### config.mk
export PLATFORM = sky130hd
export DESIGN_NAME = serial_subtractor
export DESIGN_NICKNAME = d
export VERILOG_FILES = /design/src/rtl/serial_subtractor_pkg.sv /design/src/rtl/serial_subtractor_sub_digit.sv /design/src/rtl/serial_subtractor.sv
export SDC_FILE = /design/constraint.sdc
export NUM_CORES = 1
export LEC_CHECK = 0
export ABC_CLOCK_PERIOD_IN_PS = 3150
export CAP_MARGIN = 40
export CORE_MARGIN = 2
export CORE_UTILIZATION = 50
export DETAILED_ROUTE_END_ITERATION = 7
export GPL_TIMING_DRIVEN = 0
export PLACE_DENSITY_LB_ADDON = 0.15
export SYNTH_ARGS = -nofsm -noshare
export SYNTH_HDL_FRONTEND = slang
export SYNTH_HIERARCHICAL = 1
export SYNTH_SLANG_ARGS = --single-unit
### constraint.sdc
create_clock -name clk -period 3.15 [get_ports clk]
set_input_delay 0.4725 -clock clk [delete_from_list [all_inputs] [get_ports clk]]
set_output_delay 0.4725 -clock clk [all_outputs]
set_load 0.02 [all_outputs]
### src/rtl/serial_subtractor_pkg.sv
//------------------------------------------------------------------------------
// Module   : serial_subtractor_pkg
// Brief    : Shared FSM state encoding and counter sizing helper.
// Revision : 1.0
//------------------------------------------------------------------------------
`default_nettype none

package serial_subtractor_pkg;

    typedef enum logic [1:0] {
        IDLE = 2'd0,
        RUN  = 2'd1,
        DONE = 2'd2
    } state_t;

    // Bits needed to count 0..n-1, never less than one.
    function automatic int cnt_width(input int n);
        int w;
        w = 1;
        while ((1 << w) < n) begin
            w = w + 1;
        end
        return w;
    endfunction

endpackage

`default_nettype wire

### src/rtl/serial_subtractor_sub_digit.sv
//------------------------------------------------------------------------------
// Module   : sub_digit
// Brief    : Combinational DIGIT-bit ripple-borrow subtractor, d = x - y - bin.
// Revision : 1.0
//------------------------------------------------------------------------------
`default_nettype none

module sub_digit #(
    parameter int DIGIT = 1
) (
    input  logic [DIGIT-1:0] x,
    input  logic [DIGIT-1:0] y,
    input  logic             bin,
    output logic [DIGIT-1:0] d,
    output logic             bout
);

    logic [DIGIT:0] w_b;

    assign w_b[0] = bin;

    for (genvar i = 0; i < DIGIT; i++) begin : g_bit
        assign d[i]     = x[i] ^ y[i] ^ w_b[i];
        assign w_b[i+1] = (~x[i] & y[i]) | (~(x[i] ^ y[i]) & w_b[i]);
    end

    assign bout = w_b[DIGIT];

endmodule

`default_nettype wire

### src/rtl/serial_subtractor.sv
//------------------------------------------------------------------------------
// Module   : serial_subtractor
// Brief    : Digit-serial a - b - borrow_in with valid/ready handshakes and
//            borrow, signed-overflow and zero flags.
// Revision : 1.0
//------------------------------------------------------------------------------
`default_nettype none

module serial_subtractor
    import serial_subtractor_pkg::*;
#(
    parameter int WIDTH = 16,
    parameter int DIGIT = 1
) (
    input  logic             clk,
    input  logic             rst,
    input  logic             in_valid,
    output logic             in_ready,
    input  logic [WIDTH-1:0] a,
    input  logic [WIDTH-1:0] b,
    input  logic             borrow_in,
    output logic             out_valid,
    input  logic             out_ready,
    output logic [WIDTH-1:0] diff,
    output logic             borrow_out,
    output logic             overflow,
    output logic             zero
);

    localparam int              c_n    = WIDTH / DIGIT;
    localparam int              c_cw   = cnt_width(c_n);
    localparam logic [c_cw-1:0] c_last = c_cw'(c_n - 1);

    state_t            r_state;
    state_t            w_state_next;
    logic              w_accept;
    logic              w_step;
    logic              w_in_ready;
    logic              w_out_valid;

    logic [WIDTH-1:0]  r_a;
    logic [WIDTH-1:0]  r_b;
    logic [WIDTH-1:0]  r_res;
    logic              r_borrow;
    logic [c_cw-1:0]   r_cnt;
    logic              r_a_msb;
    logic              r_b_msb;

    logic [DIGIT-1:0]  w_d;
    logic              w_bout;
    logic [WIDTH-1:0]  w_a_next;
    logic [WIDTH-1:0]  w_b_next;
    logic [WIDTH-1:0]  w_res_next;

    always_ff @(posedge clk or posedge rst) begin
        if (rst) begin
            r_state <= IDLE;
        end else begin
            r_state <= w_state_next;
        end
    end

    always_comb begin
        w_state_next = r_state;
        w_accept     = 1'b0;
        w_step       = 1'b0;
        w_in_ready   = 1'b0;
        w_out_valid  = 1'b0;
        case (r_state)
            IDLE: begin
                w_in_ready = 1'b1;
                if (in_valid) begin
                    w_accept     = 1'b1;
                    w_state_next = RUN;
                end
            end
            RUN: begin
                w_step = 1'b1;
                if (r_cnt == c_last) begin
                    w_state_next = DONE;
                end
            end
            DONE: begin
                w_out_valid = 1'b1;
                if (out_ready) begin
                    w_state_next = IDLE;
                end
            end
            default: begin
                w_state_next = IDLE;
            end
        endcase
    end

    sub_digit #(
        .DIGIT (DIGIT)
    ) u_sub_digit (
        .x    (r_a[DIGIT-1:0]),
        .y    (r_b[DIGIT-1:0]),
        .bin  (r_borrow),
        .d    (w_d),
        .bout (w_bout)
    );

    // Result digits enter at the MSB end so the LSB digit lands at bit 0 last.
    if (DIGIT == WIDTH) begin : g_single
        assign w_res_next = w_d;
        assign w_a_next   = '0;
        assign w_b_next   = '0;
    end else begin : g_multi
        assign w_res_next = {w_d, r_res[WIDTH-1:DIGIT]};
        assign w_a_next   = {{DIGIT{1'b0}}, r_a[WIDTH-1:DIGIT]};
        assign w_b_next   = {{DIGIT{1'b0}}, r_b[WIDTH-1:DIGIT]};
    end

    always_ff @(posedge clk or posedge rst) begin
        if (rst) begin
            r_a      <= '0;
            r_b      <= '0;
            r_res    <= '0;
            r_borrow <= 1'b0;
            r_cnt    <= '0;
            r_a_msb  <= 1'b0;
            r_b_msb  <= 1'b0;
        end else if (w_accept) begin
            r_a      <= a;
            r_b      <= b;
            r_borrow <= borrow_in;
            r_cnt    <= '0;
            r_a_msb  <= a[WIDTH-1];
            r_b_msb  <= b[WIDTH-1];
        end else if (w_step) begin
            r_a      <= w_a_next;
            r_b      <= w_b_next;
            r_res    <= w_res_next;
            r_borrow <= w_bout;
            r_cnt    <= r_cnt + c_cw'(1);
        end
    end

    // Sign bits are kept separately because the operand registers are consumed.
    assign in_ready   = w_in_ready;
    assign out_valid  = w_out_valid;
    assign diff       = r_res;
    assign borrow_out = r_borrow;
    assign overflow   = (r_a_msb ^ r_b_msb) & (r_res[WIDTH-1] ^ r_a_msb);
    assign zero       = (r_res == '0);

endmodule

`default_nettype wire
==> metrics, run 1 <==
DR WL/cell 12.8 microns; hold path depth 2; Slew Viols, Final 0; Post-Layout Inst Area roughly 3300 sq um; max-cap violation count 0; initial DRC count 160; Ant. Diodes 0; status finished clean; Hold Crit Endpoint r_a[12]; register area share after synthesis 58.1%; clk_skew between 0.009 and 0.01 ns; Yosys top cell by area dfrtp_1; Die ar. 5490 sq um; Starting Density between 50% and 60%; synth warn 6; relative slew slack 66.6%; Synth Flop Type dfrtp_1; routability congestion estimate from global placement 0.751; I/O pin cnt 58; Pre-antenna DRT Iters 4; fraction of layout cells with a size suffix above 1 10.2%; Port Buf Inserts 57; antenna viol nets, final 0; Pleak 1.66 nW; mapped cell area between 2000 and 2500 sq um; NetSw around 1.2 mW; CTS tree done; slew at the pin with the worst max-slew slack 0.501 ns; crit path time final 2.41 ns; cts bufs inserted 9; Clock Root Buffer clkbuf_8; Worst Path Arrival 1.93 ns; critical path data required time ~2.7 ns; Distinct cells, synth 27; grt total ovfl 0; worst reg2reg endpoint r_b[10]; worst reg-to-reg setup slack 1.76 ns; reg2reg path depth 4; initial antenna violation count 0; nets ~370; CTS clk-pin slew, worst paths about 0.060 ns; combinational cell fraction of total power between 30% and 40%; non-filler cells, final 400; sequential share of power 40.7%; Die Wd 74.1 microns; via count roughly 2000; Net Sw Frac 36.9%; via/cell ratio 5.07; Die Y roughly 74 microns; drc violations 0; element type at the critical path end primary output; final setup vio count 0; part of the power in the clock network roughly 20%; Post-synth EDFFs 0; H-tree depth 3; f_max ~420 MHz; hold_buf cts 0; Hold Path Class flop to flop; placed cell area around 3100 sq um; drt total wl 5140 microns; Post-DP HPWL 3570 microns; cts repair resizes 0; clock latency on the worst-skew pair 0.33 ns; clock sinks 57; Final Hold Fails 0; largest net degree at the start of global routing 36; total power per unit cell area 947 nW/um^2; largest cells by area after synthesis dfrtp_1 58%, nand2_1 19%, a22oi_1 9.5%, buf_2 1.4%, buf_4 1.2%; first-pass GRT wire length 8530 microns; synth-to-layout area growth 35.3%; Async S/R FF share, synth 100%; post-CTS setup buffer count 0; VDD IR max 0.000508 V; row cnt 25; fin crit share ~76%; Syn Nets 298; Worst Setup Start Kind flop; RSZ-0062 raised after global routing no; Synth Register Bits 57; worst reg2reg path startpoint r_state[0]; Core ar. 4720 sq um; share of the synthesized area in the top cell type 58.1%; Crit Path Max Fanout 4; GRT Util Overall between 20% and 30%; Syn Inst Count around 260; Mapped Avg Cell Area about 9.5 sq um; setup total negative slack 0 ns; Int Pwr roughly 2 mW; vias in the first global route 1897; Clock Path Buffers 2; Placed Instances 384; hold path startpoint r_a[12]; critical path class flop to primary output
cells in the final DEF (no fill, tap or decap), types with 2 or more instances in the layout:
| cell | Yosys | routed |
|---|---|---|
| a22oi_1 | 31 | 31 |
| buf_2 | 7 | 7 |
| buf_4 | 4 | 4 |
| buf_8 | 2 | 2 |
| clkbuf_1 | 1 | 2 |
| clkbuf_8 | 0 | 13 |
| clkdlybuf4s50_1 | 0 | 57 |
| clkinv_2 | 0 | 2 |
| dfrtp_1 | 57 | 57 |
| inv_1 | 5 | 4 |
| nand2_1 | 126 | 126 |
| nand3_1 | 2 | 2 |
| nor2_1 | 2 | 2 |
| nor4_1 | 4 | 4 |
| o21ai_0 | 3 | 3 |
power groups by stage:
| stage | clock, mW | combinational, mW | sequential (mW) |
|---|---|---|---|
| global route | 0.684 | 1.38 | 1.33 |
| detailed placement | 0 | 1.24 | 1.29 |
| CTS | 0.649 | 1.25 | 1.28 |
| global placement | 0 | 1.20 | 1.28 |
| finish | 0.639 | 1.23 | 1.28 |
| floorplan | 0 | 0.691 | 1.36 |
routing by layer:
| metal | GRT usage (%) | vias up | wire (microns) |
|---|---|---|---|
| met5 | 0 | - | 0 |
| met4 | 7.27 | 0 | 32 |
| met3 | 6.50 | 4 | 219 |
| met2 | 31.4 | 39 | 2470 |
| met1 | 28.3 | 983 | 2410 |
| li1 | - | 1002 | - |
synthesized netlist by cell type, types with 2 or more instances:
master,n
a22oi_1,31
buf_2,7
buf_4,4
buf_8,2
dfrtp_1,57
inv_1,5
nand2_1,126
nand3_1,2
nor2_1,2
nor4_1,4
o21ai_0,3
worst max-delay path, cell delays in order, from the launching register on:
cell	delay [ns]
dfrtp_1	0.42
nor4_1	0.36
and4_1	0.23
clkdlybuf4s50_1	0.60
state kept, by name (all words and copies together) (netlist names):
| register | flops |
|---|---|
| diff | 16 |
| r_a | 16 |
| r_b | 16 |
| r_cnt | 4 |
| r_state | 2 |
| borrow_out | 1 |
| r_a_msb | 1 |
| r_b_msb | 1 |
layout make-up:
| type | instances | area, sq um |
|---|---|---|
| flip-flops and latches | 57 | 1430 |
| multi-input cells | 183 | 912 |
| clock inverters | 2 | 10.0 |
| inverters | 5 | 18.8 |
| repair buffers | 58 | 591 |
| clock buffers | 14 | 183 |
| well taps | 67 | 83.8 |
| plain buffers | 14 | 98.8 |
| fillers | 378 | 1400 |
cell families (layout without fill, tap and decap cells):
| kind of cell | Yosys count | after routing | share of synthesized area, % |
|---|---|---|---|
| and+or+nand+nor | 141 | 141 | 23.5 |
| DFF | 57 | 57 | 58.1 |
| AOI/OAI and AO/OA | 39 | 39 | 11.9 |
| buffers and inverters | 19 | 93 | 4.79 |
| adders and majority gates | 2 | 2 | 1.32 |
| muxes | 1 | 1 | 0.408 |
through the flow:
| stage | hold slack, ns | utilization, % | setup WS [ns] | total power, mW |
|---|---|---|---|---|
| after CTS | 0.479 | 70.4 | 0.744 | 3.17 |
| after floorplan | 0.445 | - | 1.28 | 2.05 |
| final | 0.476 | 70.4 | 0.744 | 3.15 |
| after global placement | 0.459 | 65.9 | 0.254 | 2.48 |
| after detailed placement | 0.464 | 66.3 | 1.12 | 2.53 |
| after global routing | 0.501 | 70.4 | 0.624 | 3.39 |
how the worst max path moves through the flow:
stage	from	end	cells after the start
4_1_cts	diff[3]	zero	3
6_report	diff[3]	zero	3
3_3_place_gp	rst	r_state[1]	2
2_1_floorplan	rst	borrow_out	1
3_5_place_dp	diff[3]	zero	3
5_1_grt	diff[3]	zero	3
No activity file was read; power rests on OpenSTA's default activity.
==> run 2, diff against run 1 <==
--- a/config.mk
+++ b/config.mk
@@ -5,10 +5,10 @@
 export SDC_FILE = /design/constraint.sdc
 export NUM_CORES = 1
 export LEC_CHECK = 0
-export ABC_CLOCK_PERIOD_IN_PS = 3150
+export ABC_CLOCK_PERIOD_IN_PS = 2000
 export CAP_MARGIN = 40
 export CORE_MARGIN = 2
-export CORE_UTILIZATION = 50
+export CORE_UTILIZATION = 44
 export DETAILED_ROUTE_END_ITERATION = 7
 export GPL_TIMING_DRIVEN = 0
 export PLACE_DENSITY_LB_ADDON = 0.15
==> constraint.sdc (replaced) <==
create_clock -name clk -period 2 [get_ports clk]
set_input_delay 0.3 -clock clk [delete_from_list [all_inputs] [get_ports clk]]
set_output_delay 0.3 -clock clk [all_outputs]
set_load 0.02 [all_outputs]
==> metrics, run 2 (synthesis gave the netlist of run 1 again) <==
relative slew slack 70.4% (+3.8 points); total power per unit cell area 1520 nW/um^2 (+60%); RSZ-0062 raised after global routing no; sequential share of power 39.2% (-1.5 points); slew at the pin with the worst max-slew slack 0.444 ns (-0.0566 ns); Starting Density 45.2% (-6.8 points); Post-DP HPWL 3680 microns (+3.1%); fraction of layout cells with a size suffix above 1 11.4% (+1.2 points); max-cap violation count 0 (unchanged); element type at the critical path end primary output; Worst Setup Start Kind flop; Pre-antenna DRT Iters 4 (unchanged); grt total ovfl 0 (unchanged); placed cell area 3170 sq um (+1.3%); Core ar. 5440 sq um (+15%); GRT Util Overall 18.4% (-2.3 points); WP buf/inv 1 (unchanged); Placed Instances 390 (+1.6%); row cnt 27 (+8.0%); DR WL/cell 12.7 microns (-0.73%); critical path data required time 1.70 ns (-0.98 ns); vias in the first global route 1942 (+2.4%); clock sinks 57 (unchanged); routability congestion estimate from global placement 0.744 (-1.0%); H-tree depth 3 (unchanged); most common cell after layout, fill and taps aside nand2_1; Clock Root Buffer clkbuf_8; via count 2032 (+0.20%); Pleak 1.72 nW (+3.5%); Ant. Diodes 0 (unchanged); nets 368 (+0.27%); Fill cells 473 (+25%); CTS tree done; Die Y 78.7 microns (+6.2%); initial antenna violation count 0 (unchanged); critical path, cell by cell nor4_2 > and4_1 > dlygate4sd2_1; drt total wl 5170 microns (+0.76%); Int Pwr 3.32 mW (+67%); critical path class flop to primary output; initial DRC count 159 (-0.63%); final setup vio count 0 (unchanged); clk_skew 0.00836 ns (-0.00149 ns); Worst Path Arrival 1.61 ns (-0.32 ns); crit-path max cell delay 0.42 ns (-0.18 ns); via/cell ratio 5.00 (-1.3%); VDD IR max 0.000781 V (+54%); cts bufs inserted 9 (unchanged); I/O pin cnt 58 (unchanged); clock latency on the worst-skew pair 0.33 ns (about the same); Port Buf Inserts 57 (unchanged); NetSw 1.87 mW (+61%); antenna viol nets, final 0 (unchanged); Final Hold Fails 0 (unchanged); crit path time final 1.91 ns; Clock Path Buffers 2 (unchanged); Die Wd 78.7 microns (+6.2%); most frequent cells in the layout 126 x nand2_1, 57 x dfrtp_1, 54 x clkdlybuf4s50_1, 31 x a22oi_1, 11 x clkbuf_8; Post-Layout Inst Area 3410 sq um (+2.7%); CP top delay family simple AND/OR/NAND/NOR gates; fin crit share 95.3%; area taken by multi-input logic gates 925 sq um (+1.4%); Final Hold Slack 0.286 ns (-0.190 ns); synth-to-layout area growth 39.0%; first-pass GRT wire length 8840 microns (+3.6%); Crit Path Max Fanout 4 (unchanged); CTS clk-pin slew, worst paths 0.07 ns (about the same); part of the power in the clock network 23.6% (+3.3 points); slowest CP cell dfrtp_1; drc violations 0 (unchanged); Hold Path Class input port to asynchronous set/reset pin; largest net degree at the start of global routing 22 (-39%); status finished clean; f_max 525 MHz; setup total negative slack 0 ns (unchanged); post-CTS setup buffer count 0 (unchanged); Slew Viols, Final 0 (unchanged); non-filler cells, final 406 (+1.5%); Register Area 1430 sq um (unchanged); Net Sw Frac 36.0% (-0.86 points); Die ar. 6200 sq um (+13%); combinational cell fraction of total power 37.2% (-1.8 points)
[run 2: final cells by class]
cell class / instances / area share (%)
timing repair buffer: 59 / 18.3
tap: 72 / 2.64
sequential: 57 / 41.8
multi-input combinational: 183 / 27.1
clock inverter: 5 / 2.27
buffer: 14 / 2.90
inverter: 5 / 0.550
clock buffer: 11 / 4.44
[run 2: metal layers]
layer	part of all wire, %	vias up	GRT usage [%]
li1	-	1003	-
met1	48	971	24.9
met2	46	51	28.3
met3	4.4	7	3.86
met4	1.6	0	8.77
met5	0	-	0
[run 2: what timing repair did]
item                                    in CTS  in global routing
hold buffers                                 0                  0
endpoints found under the setup margin       2                  2
gates resized for setup                      3                  2
[run 2: power by group through the flow]
stage | combinational (mW) | sequential, mW | clock, mW
detailed placement | 1.96 | 2.03 | 0
CTS | 1.96 | 2.03 | 1.24
global route | 2.16 | 2.11 | 1.30
floorplan | 1.09 | 2.14 | 0
finish | 1.93 | 2.03 | 1.22
global placement | 1.90 | 2.02 | 0
[run 2: worst reg2reg max path, stage by stage, from the launching register on]
cell	delay (ns)
dfrtp_1	0.47
nor3b_4	0.38
buf_2	0.29
a22oi_1	0.12
nand2_1	0.07
[run 2: path summary, 6_finish.rpt]
check | from | endpoint | slack, ns | cells past startpoint
worst max-delay path | diff[3] | zero | 0.09 | 3
worst min-delay path | rst | r_a[4] | 0.29 | 2
worst max register to register | r_state[0] | r_b[5] | 0.62 | 4
worst min register to register | r_cnt[3] | r_cnt[3] | 0.47 | 1
max in group asynchronous | rst | r_cnt[3] | 1.09 | 4
min in group clk | r_cnt[3] | r_cnt[3] | 0.47 | 1
[run 2: through the flow]
step / total power, mW / util [%] / setup slack, ns
final: 5.18 / 62.8 / 0.0943
after global routing: 5.57 / 62.8 / 0.000418
after CTS: 5.22 / 62.6 / 0.0470
after detailed placement: 3.99 / 58.3 / 0.0991
after global placement: 3.92 / 57.3 / -0.792
after floorplan: 3.22 / - / 0.300
==> run 3, diff against run 2 <==
--- a/config.mk
+++ b/config.mk
@@ -7,6 +7,7 @@
 export LEC_CHECK = 0
 export ABC_CLOCK_PERIOD_IN_PS = 2000
 export CAP_MARGIN = 40
+export CORE_ASPECT_RATIO = 0.7
 export CORE_MARGIN = 2
 export CORE_UTILIZATION = 44
 export DETAILED_ROUTE_END_ITERATION = 7
==> metrics, run 3 (synthesis gave the netlist of run 1 again) <==
Crit Path Max Fanout 7 (+3); Setup Slack @ Placement 0.0885 ns (-0.0106 ns); clock latency on the worst-skew pair 0.33 ns (about the same); largest net degree at the start of global routing 39 (+77%); Clock Path Buffers 2 (unchanged); initial antenna violation count 0 (unchanged); via/cell ratio 4.92 (-1.7%); Post-DP HPWL 3710 microns (+0.63%); row cnt 22 (-19%); Clock Root Buffer clkbuf_8; grt total ovfl 0 (unchanged); critical path class flop to primary output; non-filler cells, final 402 (-0.99%); cts bufs inserted 9 (unchanged); status finished clean; Pwr Total 4.96 mW (-4.3%); via count 1977 (-2.7%); RSZ-0062 raised after global routing no; most frequent cells in the layout 126 x nand2_1, 57 x dfrtp_1, 55 x clkdlybuf4s50_1, 31 x a22oi_1, 12 x clkbuf_8; f_max 519 MHz (-1.1%); CTS tree done; CTS clk-pin slew, worst paths 0.06 ns (about the same); Hold Path Class input port to asynchronous set/reset pin; Die Y 66.5 microns (-16%); Worst Setup Start Kind flop; worst reg2reg path startpoint r_state[0]; Die Wd 93.3 microns (+19%); Slew Viols, Final 0 (unchanged); I/O pin cnt 58 (unchanged); H-tree depth 3 (unchanged); post-CTS setup buffer count 0 (unchanged); part of the power in the clock network 19.0% (-4.6 points); combinational cell fraction of total power 39.9% (+2.7 points); critical path, cell by cell and2b_1 > clkdlybuf4s50_1; total power per unit cell area 1490 nW/um^2 (-2.0%); Int Pwr 3.10 mW (-6.6%); Core ar. 5310 sq um (-2.3%); Post-Route Utilization 62.7% (about the same); max-cap violation count 0 (unchanged); final setup vio count 0 (unchanged); Pre-antenna DRT Iters 4 (unchanged); Worst Path Arrival 1.63 ns (+0.02 ns); most common cell after layout, fill and taps aside nand2_1; Port Buf Inserts 57 (unchanged); drc violations 0 (unchanged); nets 367 (-0.27%); GRT Util Overall 20.0% (+1.6 points); Die ar. 6210 sq um (+0.15%); Starting Density 46.2% (+1.1 points); Pleak 1.66 nW (-3.6%); Final Hold Fails 0 (unchanged); slowest CP cell clkdlybuf4s50_1; Fill cells 465 (-1.7%); routability congestion estimate from global placement 0.755 (+1.6%); reg2reg path depth 4 (unchanged); crit-path max cell delay 0.60 ns (+0.18 ns); fin worst setup slack 0.0734 ns (-0.0209 ns); VDD IR max 0.000642 V (-18%); vias in the first global route 1950 (+0.41%); Placed Instances 389 (-0.26%); worst reg2reg endpoint r_a[3]; NetSw 1.86 mW (-0.27%); Net Sw Frac 37.5% (+1.5 points); fin crit share 96.3% (+1.0 points); synth-to-layout area growth 35.7%; Ant. Diodes 0 (unchanged); clk_skew 0.00456 ns (-0.00380 ns); slew at the pin with the worst max-slew slack 0.459 ns (+0.0147 ns); worst reg-to-reg setup slack 0.60 ns (-0.02 ns); antenna viol nets, final 0 (unchanged); DR WL/cell 13.2 microns (+3.7%); drt total wl 5310 microns (+2.6%); crit path time final 1.93 ns (+0.0209 ns); relative slew slack 69.3% (-1.0 points); element type at the critical path end primary output; fraction of layout cells with a size suffix above 1 10.3% (-1.1 points); initial DRC count 149 (-6.3%); sequential share of power 41.1% (+1.9 points); clock sinks 57 (unchanged); first-pass GRT wire length 9330 microns (+5.5%); critical path data required time 1.70 ns (about the same)
[run 3: repair_timing]
item / 4_1_cts / 5_1_grt
endpoints found under the setup margin: 2 / 1
cloned: 0 / 0
hold buffers: 0 / 0
gates resized for setup: 4 / 3
[run 3: per-layer routing]
layer  part of all wire, %  wire (microns)  track usage (%)
met1                    52            2760             28.7
met2                    42            2210             28.3
met3                   5.5             294             7.81
met4                  0.87              46             4.96
met5                     0               0                0
[run 3: final cells by class]
cell class	instances	area [sq um]	share of cell area [%]
Inverter	5	18.8	0.563
Timing Repair Buffer	58	589	17.7
Clock buffer	13	169	5.07
Tap cell	72	90.1	2.70
Multi-Input combinational cell	183	940	28.2
Buffer	14	98.8	2.97
Sequential cell	57	1430	42.8
[run 3: critical path: cells and delay by family (launching register included)]
| family | cells | cell delay (ns) |
|---|---|---|
| buffers and inverters | 1 | 0.60 |
| DFF | 1 | 0.46 |
| and+or+nand+nor | 1 | 0.25 |
[run 3: worst max path at each step]
stage,from,end,slack [ns],cells past startpoint
floorplan,rst,borrow_out,0.30,1
global placement,rst,diff[12],-0.76,2
detailed placement,diff[3],zero,0.09,3
CTS,diff[3],zero,0.05,3
global route,r_state[0],out_valid,0.003,2
finish,r_state[0],out_valid,0.07,2
[run 3: power by group through the flow]
stage               logic, mW  clock network [mW]  registers, mW
detailed placement       1.98                   0           2.02
CTS                      1.99               0.967           2.02
floorplan                1.09                   0           2.14
global placement         1.92                   0           2.01
global route             2.22                1.04           2.11
finish                   1.98               0.941           2.04
[run 3: metrics by stage]
| stage | setup TNS, ns | hold WS (ns) | instance area (sq um) |
|---|---|---|---|
| 4_1_cts | 0 | 0.311 | 3320 |
| 2_1_floorplan | 0 | 0.405 | 2460 |
| 6_report | 0 | 0.307 | 3330 |
| 5_1_grt | 0 | 0.320 | 3330 |
| 3_3_place_gp | -43.27 | 0.458 | 3120 |
| 3_5_place_dp | 0 | 0.463 | 3140 |
